### config.mk
export PLATFORM = sky130hd
export DESIGN_NAME = traffic_monitor
export DESIGN_NICKNAME = d
export VERILOG_FILES = /design/src/rtl/traffic_pkg.sv /design/src/rtl/traffic_monitor_flash_gen.sv /design/src/rtl/traffic_monitor.sv
export SDC_FILE = /design/constraint.sdc
export NUM_CORES = 1
export LEC_CHECK = 0
export ABC_CLOCK_PERIOD_IN_PS = 4010
export CORE_MARGIN = 4
export CORE_UTILIZATION = 40
export DETAILED_ROUTE_END_ITERATION = 10
export GPL_ROUTABILITY_DRIVEN = 1
export GPL_TIMING_DRIVEN = 0
export PLACE_DENSITY = 0.62
export SYNTH_ARGS = -nofsm -noshare
export SYNTH_HDL_FRONTEND = slang
export SYNTH_SLANG_ARGS = --single-unit
### constraint.sdc
create_clock -name clk -period 4.01 [get_ports clk]
set_clock_uncertainty 0.05 [all_clocks]
set_input_delay 0.802 -clock clk [delete_from_list [all_inputs] [get_ports clk]]
set_output_delay 0.802 -clock clk [all_outputs]
set_load 0.01 [all_outputs]
### src/rtl/traffic_pkg.sv
// Shared light codes, fault codes and monitor state encoding for the
// traffic-light signal path.
package traffic_pkg;

  localparam logic [1:0] SIG_ERR = 2'b00;
  localparam logic [1:0] SIG_RED = 2'b01;
  localparam logic [1:0] SIG_GRN = 2'b10;
  localparam logic [1:0] SIG_YEL = 2'b11;

  localparam logic [1:0] FLT_ERR   = 2'b00;
  localparam logic [1:0] FLT_ORDER = 2'b01;
  localparam logic [1:0] FLT_SHORT = 2'b10;
  localparam logic [1:0] FLT_LONG  = 2'b11;

  typedef enum logic [2:0] {
    ST_INIT  = 3'd0,
    ST_RED   = 3'd1,
    ST_Y1    = 3'd2,
    ST_GREEN = 3'd3,
    ST_Y2    = 3'd4,
    ST_FAULT = 3'd5
  } mon_state_t;

  // Light code expected while sitting in a phase state.
  function automatic logic [1:0] phase_code(input mon_state_t s);
    case (s)
      ST_RED:   phase_code = SIG_RED;
      ST_Y1:    phase_code = SIG_YEL;
      ST_GREEN: phase_code = SIG_GRN;
      ST_Y2:    phase_code = SIG_YEL;
      default:  phase_code = SIG_ERR;
    endcase
  endfunction

  // Phase that legally follows the given one.
  function automatic mon_state_t phase_next(input mon_state_t s);
    case (s)
      ST_RED:   phase_next = ST_Y1;
      ST_Y1:    phase_next = ST_GREEN;
      ST_GREEN: phase_next = ST_Y2;
      ST_Y2:    phase_next = ST_RED;
      default:  phase_next = ST_INIT;
    endcase
  endfunction

endpackage

### src/rtl/traffic_monitor_flash_gen.sv
// Fault-mode flasher: blink holds 1 while disabled, then toggles every
// FLASH_HALF enabled cycles so the flashing always starts "on".
module flash_gen
  import traffic_pkg::*;
#(
  parameter int unsigned FLASH_HALF = 4
) (
  input  logic clk,
  input  logic rstn,
  input  logic enable,
  output logic blink
);

  localparam int unsigned CW = (FLASH_HALF > 1) ? $clog2(FLASH_HALF) : 1;
  localparam logic [CW-1:0] LAST = CW'(FLASH_HALF - 1);

  logic [CW-1:0] cnt;

  // Half-period counter wrapping modulo FLASH_HALF; toggles blink on wrap.
  always_ff @(posedge clk or negedge rstn) begin
    if (!rstn) begin
      cnt   <= '0;
      blink <= 1'b1;
    end else if (!enable) begin
      cnt   <= '0;
      blink <= 1'b1;
    end else if (cnt == LAST) begin
      cnt   <= '0;
      blink <= ~blink;
    end else begin
      cnt <= cnt + 1'b1;
    end
  end

endmodule

### src/rtl/traffic_monitor.sv
// Checks the upstream traffic-light code stream against the expected
// red / short yellow / green / long yellow cycle, drives the lamps and a
// remaining-cycles countdown, and latches a fault with flashing yellow on
// any violation until software clears it.
module traffic_monitor
  import traffic_pkg::*;
#(
  parameter int unsigned RED_LEN    = 10,
  parameter int unsigned Y1_LEN     = 1,
  parameter int unsigned GRN_LEN    = 9,
  parameter int unsigned Y2_LEN     = 2,
  parameter int unsigned FLASH_HALF = 4
) (
  input  logic       clk,
  input  logic       rstn,
  input  logic [1:0] signal_in,
  input  logic       clr_fault,
  output logic       lamp_red,
  output logic       lamp_yellow,
  output logic       lamp_green,
  output logic [4:0] remain,
  output logic       fault,
  output logic [1:0] fault_code
);

  localparam logic [4:0] RED_L = 5'(RED_LEN);
  localparam logic [4:0] Y1_L  = 5'(Y1_LEN);
  localparam logic [4:0] GRN_L = 5'(GRN_LEN);
  localparam logic [4:0] Y2_L  = 5'(Y2_LEN);

  function automatic logic [4:0] phase_len(input mon_state_t s);
    case (s)
      ST_RED:   phase_len = RED_L;
      ST_Y1:    phase_len = Y1_L;
      ST_GREEN: phase_len = GRN_L;
      ST_Y2:    phase_len = Y2_L;
      default:  phase_len = '0;
    endcase
  endfunction

  mon_state_t state, state_nx;
  logic [4:0] ph_cnt, ph_cnt_nx;
  logic       fault_nx;
  logic [1:0] code_nx;
  logic       red_q, grn_q, yel_q;
  logic       blink;

  logic [1:0] cur_code;
  logic [4:0] cur_len;
  mon_state_t succ;

  // Next-state decision: phase rules are checked in priority order.
  always_comb begin
    state_nx  = state;
    ph_cnt_nx = ph_cnt;
    fault_nx  = fault;
    code_nx   = fault_code;
    cur_code  = phase_code(state);
    cur_len   = phase_len(state);
    succ      = phase_next(state);
    case (state)
      ST_INIT: begin
        ph_cnt_nx = '0;
        if (signal_in == SIG_RED) begin
          state_nx  = ST_RED;
          ph_cnt_nx = 5'd1;
        end else if (signal_in != SIG_ERR) begin
          state_nx = ST_FAULT;
          fault_nx = 1'b1;
          code_nx  = FLT_ORDER;
        end
      end
      ST_RED, ST_Y1, ST_GREEN, ST_Y2: begin
        if (signal_in == SIG_ERR) begin
          state_nx  = ST_FAULT;
          ph_cnt_nx = '0;
          fault_nx  = 1'b1;
          code_nx   = FLT_ERR;
        end else if (signal_in == cur_code && ph_cnt < cur_len) begin
          ph_cnt_nx = ph_cnt + 5'd1;
        end else if (signal_in == cur_code) begin
          state_nx  = ST_FAULT;
          ph_cnt_nx = '0;
          fault_nx  = 1'b1;
          code_nx   = FLT_LONG;
        end else if (signal_in == phase_code(succ) && ph_cnt == cur_len) begin
          state_nx  = succ;
          ph_cnt_nx = 5'd1;
        end else if (signal_in == phase_code(succ)) begin
          state_nx  = ST_FAULT;
          ph_cnt_nx = '0;
          fault_nx  = 1'b1;
          code_nx   = FLT_SHORT;
        end else begin
          state_nx  = ST_FAULT;
          ph_cnt_nx = '0;
          fault_nx  = 1'b1;
          code_nx   = FLT_ORDER;
        end
      end
      ST_FAULT: begin
        ph_cnt_nx = '0;
        if (clr_fault) begin
          state_nx = ST_INIT;
          fault_nx = 1'b0;
          code_nx  = FLT_ERR;
        end
      end
      default: begin
        state_nx  = ST_INIT;
        ph_cnt_nx = '0;
      end
    endcase
  end

  // State, counters and lamp/countdown registers, all from the next-state view.
  always_ff @(posedge clk or negedge rstn) begin
    if (!rstn) begin
      state      <= ST_INIT;
      ph_cnt     <= '0;
      fault      <= 1'b0;
      fault_code <= FLT_ERR;
      red_q      <= 1'b0;
      grn_q      <= 1'b0;
      yel_q      <= 1'b0;
      remain     <= '0;
    end else begin
      state      <= state_nx;
      ph_cnt     <= ph_cnt_nx;
      fault      <= fault_nx;
      fault_code <= code_nx;
      red_q      <= (state_nx == ST_RED);
      grn_q      <= (state_nx == ST_GREEN);
      yel_q      <= (state_nx == ST_Y1) || (state_nx == ST_Y2);
      remain     <= phase_len(state_nx) - ph_cnt_nx;
    end
  end

  // Flasher is held "on" outside FAULT so the first fault cycle shows yellow.
  flash_gen #(.FLASH_HALF(FLASH_HALF)) u_flash (
    .clk    (clk),
    .rstn   (rstn),
    .enable (state == ST_FAULT),
    .blink  (blink)
  );

  // Lamp drive; in FAULT only the flashing yellow is lit.
  always_comb begin
    lamp_red    = red_q && !fault;
    lamp_green  = grn_q && !fault;
    lamp_yellow = fault ? blink : yel_q;
  end

endmodule

==> results of run 1 <==
==> what timing repair did <==
item | CTS | global route
gates resized for setup | 0 | 2
setup buffers | 0 | 0
endpoints found under the setup margin | 0 | 3
==> how the worst max path moves through the flow <==
stage,to,cells after the start
2_1_floorplan,remain[3],15
3_3_place_gp,remain[4],15
3_5_place_dp,remain[4],15
4_1_cts,remain[4],15
5_1_grt,remain[3],15
6_report,remain[4],15
==> cell families (layout without fill, tap and decap cells) <==
group	after synthesis	in the layout	share of synthesized area
simple gates	50	50	0.2003
compound gates	32	32	0.1809
flops	22	22	0.3728
buf+inv	15	34	0.06255
fa+ha+maj	9	9	0.08115
xor+xnor	9	9	0.05832
mux	6	6	0.04395
==> worst max-delay path, delay by kind of cell, from the launching register on <==
kind	cells	cell delay [ns]
AO/OA/AOI/OAI	6	1.27
adder cells (fa/ha/maj)	2	0.75
flip-flops	1	0.46
buffers and inverters	2	0.42
AND/OR/NAND/NOR	3	0.35
XOR/XNOR	2	0.33
==> state kept, by name, indices dropped and copies added, names as in the netlist, 2 cells and up <==
signal / cells
fault_code: 2
u_flash.cnt: 2
state: 3
ph_cnt: 5
remain: 5
==> through the flow <==
stage | total power [mW] | instance area (um^2)
3_5_place_dp | 1.176 | 1688
3_3_place_gp | 1.169 | 1688
2_1_floorplan | 0.9457 | 1480
5_1_grt | 1.509 | 1760
6_report | 1.381 | 1760
4_1_cts | 1.393 | 1759
==> layout make-up <==
class,count,area share
Buffer,6,0.03412
Multi-Input combinational cell,106,0.4748
Timing Repair Buffer,15,0.08529
Clock buffer,3,0.02345
Clock inverter,1,0.01706
Sequential cell,22,0.3134
Tap cell,46,0.03269
Inverter,9,0.01919
==> routing by layer <==
metal	wire length (um)	up-vias
met5	0	-
met4	14	0
met3	91	2
met2	1470	20
met1	1486	564
li1	-	547
==> cells in the final DEF, fill, tap and decap left out, drive strengths merged, types with 3 or more instances in the layout <==
master and count:
ha 8, nand2 11, o21ai 5, and2 3, clkbuf 5, or2 3, xor2 4, xnor2 5
buf 4, nor2 9, nand3 5, mux2 4, nand4bb 3, dfrtp 21, a21oi 8, nor2b 4
inv 9, clkdlybuf4s50 15
==> power by group through the flow <==
stage	Sequential (mW)	Clock, mW	Combinational (mW)
floorplan	0.358	0	0.588
global placement	0.351	0	0.818
detailed placement	0.354	0	0.822
CTS	0.351	0.212	0.831
global route	0.357	0.222	0.930
finish	0.350	0.206	0.825
==> impl_metrics.toml, run 1 <==
[sta]
max_freq_mhz = 267.2
finalSetupViolCount = 0
fin_tns_setup_ns = 0
setup_ws_ns = 0.2676
slew_headroom = 0.3431
hold_slack_ns = 0.3914
post-route-min-period_ns = 3.742
finalHoldViolCount = 0
drv_slew = 0
worst_pin_slew_ns = 0.9823
finalCritPeriodShare = 0.9333
rsz0062_at_grt = "false"

[drt]
wl_per_cell_um = 14.73
wirelength_um = 3063
viasPerCell = 5.447
dr_total_vias = 1133
drc_errors = 0
drt_first_iter_violations = 86
antenna_left = 0
firstDrtPassIters = 4

[synth]
synthTopCellsByArea = "dfrtp_1, ha_1, mux2_2"
netlist_area_mm2 = 0.001480
ys.warnings.count = 0
synth.top_cell.area_share = 0.3550
synthTopCellsByCount = "dfrtp_1, nand2_1, inv_1"
synth_largest_area_cell = "dfrtp_1"
synth-edff-count = 0
ys_types = 53
async_flop_share = 1.000
ys.flop_type = "dfrtp_1"
avgSynthCellArea_um2 = 10.35
syn_nets = 157
yosysMostFrequentCell = "dfrtp_1"
ys_ff_latch = 22
ys_seq_area_frac = 0.3728
synthCells = 143

[worst_setup_path]
ff2ff_setup_slack_ns = 0.27
cp_slowest_stage_delay_ns = 0.46
r2r-start = "state[0]"
start_kind = "register"
worstSetupEndpointType = "register"
cp_cell_sequence = "clkbuf_8 > clkbuf_2 > xor2_1 > nand2_1 > ha_1 > nor2b_1 > o31ai_4 > o2111a_2 > a211oi_2 > a2111oi_4 > a21oi_1 > fa_1 > nand2_1 > o21bai_1 > xnor2_1"
cp_common_cell = "nand2_1"
cp_max_fo = 10
r2r_end = "remain[4]"
cp-startpoint = "state[0]"
worst_path_max_delay_cell = "dfrtp_1"
reg2reg_depth = 15
cp.arrival_ns = 3.84
critPathKind = "reg -> reg"
critPathRequiredTime_ns = 4.10

[run_status]
status = "finished, final reports clean"

[pwr]
seqPwrFrac = 0.253
p_sw_frac = 0.3922
p_leak_nw = 0.7626
clkPwrFrac = 0.149
pwr-share-comb = 0.598
irDropWorstVdd_uv = 372.6
switching_power_mw = 0.5417
p_int_mw = 0.8396
power_density_mw_per_mm2 = 784.7

[place]
portBuffers = 15
dp_hpwl_um = 2386
dp_cells = 204
dp_worst_setup_slack_ns = 0.08553
gp_congestion = 0.8830

[worst_hold_path]
min_to = "u_flash.cnt[0]"
hold_depth = 1
hp-class = "reg -> reg"
min_from = "u_flash.cnt[0]"

[global_route]
grt.overflow.total = 0
met1_usage = 0.2008
grt.busiest_layer = "met2"
track_usage = 0.1426
use_met2 = 0.2277
antenna_found_initial = 0
grt_pass1_vias = 1076
met3_usage = 0.02269
grt_max_degree = 23
grt_pass1_wl_um = 5043

[cts]
cts_tree = "built"
h-tree-depth = 1
clkTransAtPathRegs_ns = 0.08
root_buffer = "clkbuf_8"
clkSinkCount = 22
insertion_delay_ns = 0.26
cts_hold_buf = 0
cts_max_path_buffers = 2
cts_buffers = 3

[finish]
multi_input_area_um2 = 835.8
final_nets = 177
antenna_cells = 0
fin_cells = 208
drive_above_1_share = 0.1975
fill_cells = 320
layout.area.seq_um2 = 551.8
layout-area-overhead-vs-synth_pct = 18.93
final_core_util = 0.5115

[die]
die_w_um = 68.83
core_area_mm2 = 0.003442
die_h_um = 68.83
dieArea_mm2 = 0.004738
boundaryPins = 16
initial_core_util = 0.4300
rows = 21

[flow_run]
cap_violations = 0
Note: power is estimated with default switching activity, not from simulation.
==> run 2: changes to the inputs <==
--- a/config.mk
+++ b/config.mk
@@ -7,11 +7,11 @@
 export LEC_CHECK = 0
 export ABC_CLOCK_PERIOD_IN_PS = 4010
 export CORE_MARGIN = 4
-export CORE_UTILIZATION = 40
+export CORE_UTILIZATION = 56
 export DETAILED_ROUTE_END_ITERATION = 10
 export GPL_ROUTABILITY_DRIVEN = 1
 export GPL_TIMING_DRIVEN = 0
-export PLACE_DENSITY = 0.62
+export PLACE_DENSITY = 0.81
 export SYNTH_ARGS = -nofsm -noshare
 export SYNTH_HDL_FRONTEND = slang
 export SYNTH_SLANG_ARGS = --single-unit
==> run 2 against run 1 <==
Compared with the run above:
- hold slack better by 0.0018 ns
- design area fell by 3.5%
- flip-flop and latch count unchanged
==> impl_metrics.toml, run 2 (same netlist as run 1, synthesis figures left out) <==
[run_status]
status = "finished, final reports clean"

[drt]
wirelength_um = 3029
firstDrtPassIters = 4
dr_total_vias = 1127
drc_errors = 0
viasPerCell = 5.870
antenna_left = 0
wl_per_cell_um = 15.78
drt_first_iter_violations = 22

[cts]
clkSinkCount = 22
h-tree-depth = 1
cts_buffers = 3
postCtsSetupBuffers = 0
cts_max_path_buffers = 2
insertion_delay_ns = 0.29
cts_tree = "built"
clkTransAtPathRegs_ns = 0.11
root_buffer = "clkbuf_4"

[global_route]
grt_max_degree = 23
antenna_found_initial = 0
grt_pass1_wl_um = 5195
grt_pass1_vias = 1139
grt.overflow.total = 0
track_usage = 0.1932

[worst_setup_path]
start_kind = "register"
cp_cell_sequence = "clkbuf_8 > clkbuf_2 > xor2_1 > nand2_1 > ha_1 > nor2b_1 > o31ai_4 > o2111a_2 > a211oi_2 > a2111oi_4 > inv_1 > ha_1 > inv_1 > fa_1 > nand2_1 > o21bai_1 > xnor2_1"
critPathRequiredTime_ns = 4.19
cp_top_family = "compound AO/OA/AOI/OAI gates"
worstSetupEndpointType = "register"
cp_max_fo = 10
cp_slowest_stage_delay_ns = 0.46
critPathKind = "reg -> reg"
crit_buf_inv = 4
cp.arrival_ns = 3.91
worst_path_max_delay_cell = "dfrtp_1"

[sta]
fin_tns_setup_ns = 0
drv_slew = 0
finalCritPeriodShare = 0.9307
max_freq_mhz = 268.0
slew_headroom = 0.3636
finalSetupViolCount = 0
rsz0062_at_grt = "true"
worst_pin_slew_ns = 0.9516
post-route-min-period_ns = 3.732
setup_ws_ns = 0.2781
finalHoldViolCount = 0

[pwr]
pwr-share-comb = 0.654
clkPwrFrac = 0.076
p_leak_nw = 0.7423
switching_power_mw = 0.5434
finalPower_mw = 1.291
p_sw_frac = 0.4208
p_int_mw = 0.7479
irDropWorstVdd_uv = 553.2
seqPwrFrac = 0.271
power_density_mw_per_mm2 = 759.9

[place]
place_area_mm2 = 0.001668
dp_cells = 188
dp_hpwl_um = 2371
gp_congestion = 0.8550
portBuffers = 15
dp_worst_setup_slack_ns = 0.1305

[die]
core_area_mm2 = 0.002500
initial_core_util = 0.5921
rows = 18
boundaryPins = 16
die_h_um = 59.41
dieArea_mm2 = 0.003530
die_w_um = 59.41

[finish]
reg.largest.list = "ph_cnt (5), remain (5), state (3)"
fin_cells = 192
layout_commonest_cell = "dfrtp_1"
antenna_cells = 0
layout-area-overhead-vs-synth_pct = 14.79
final_nets = 177
layout_common_cells = "dfrtp_1, clkdlybuf4s50_1, nand2_1, inv_1"
drive_above_1_share = 0.1975
design_area_mm2 = 0.001699

[flow_run]
cap_violations = 0

[worst_hold_path]
hp-class = "reg -> reg"
run 2: layout make-up:
cell class	instances	area, um^2
Multi-Input combinational cell	106	839.6
Fill cell	187	800.8
Sequential cell	22	551.8
Timing Repair Buffer	15	150.1
Buffer	6	60.06
Tap cell	30	37.54
Inverter	9	33.78
Clock buffer	4	26.28
run 2: path summary, 6_finish.rpt:
check	startpoint	end	slack [ns]	depth (start not counted)
setup / recovery	state[0]	remain[4]	0.28	17
hold / removal	u_flash.cnt[0]	u_flash.cnt[0]	0.39	1
setup reg to reg	state[0]	remain[4]	0.28	17
hold reg to reg	u_flash.cnt[0]	u_flash.cnt[0]	0.39	1
max in group asynchronous	rstn	state[1]	2.36	1
min in group asynchronous	rstn	remain[3]	0.97	1
run 2: metrics by stage:
step                hold WS (ns)  utilization
finish                    0.3932       0.6797
global route              0.4208       0.6797
CTS                       0.3986       0.6777
detailed placement        0.3832       0.6672
global placement          0.3772       0.6672
floorplan                 0.3633            -
run 2: metal layers:
metal,GRT usage,wire [um],vias up
met2,0.3151,1493,20
met1,0.2679,1378,547
met3,0.01743,105,6
li1,-,-,554
met4,0.06472,53,0
met5,0,0,-
run 2: what timing repair did:
action / in CTS / in global routing
endpoints found under the hold margin: 0 / 0
resized for setup: 0 / 3
hold buffers: 0 / 0
setup endpoints to repair: 0 / 4
run 2: power groups by stage:
| stage | Clock, mW | Sequential, mW | Combinational [mW] |
|---|---|---|---|
| final | 0.0977 | 0.349 | 0.844 |
| after global routing | 0.111 | 0.358 | 0.950 |
| after CTS | 0.102 | 0.349 | 0.841 |
| after detailed placement | 0 | 0.352 | 0.829 |
| after global placement | 0 | 0.349 | 0.810 |
| after floorplan | 0 | 0.358 | 0.588 |
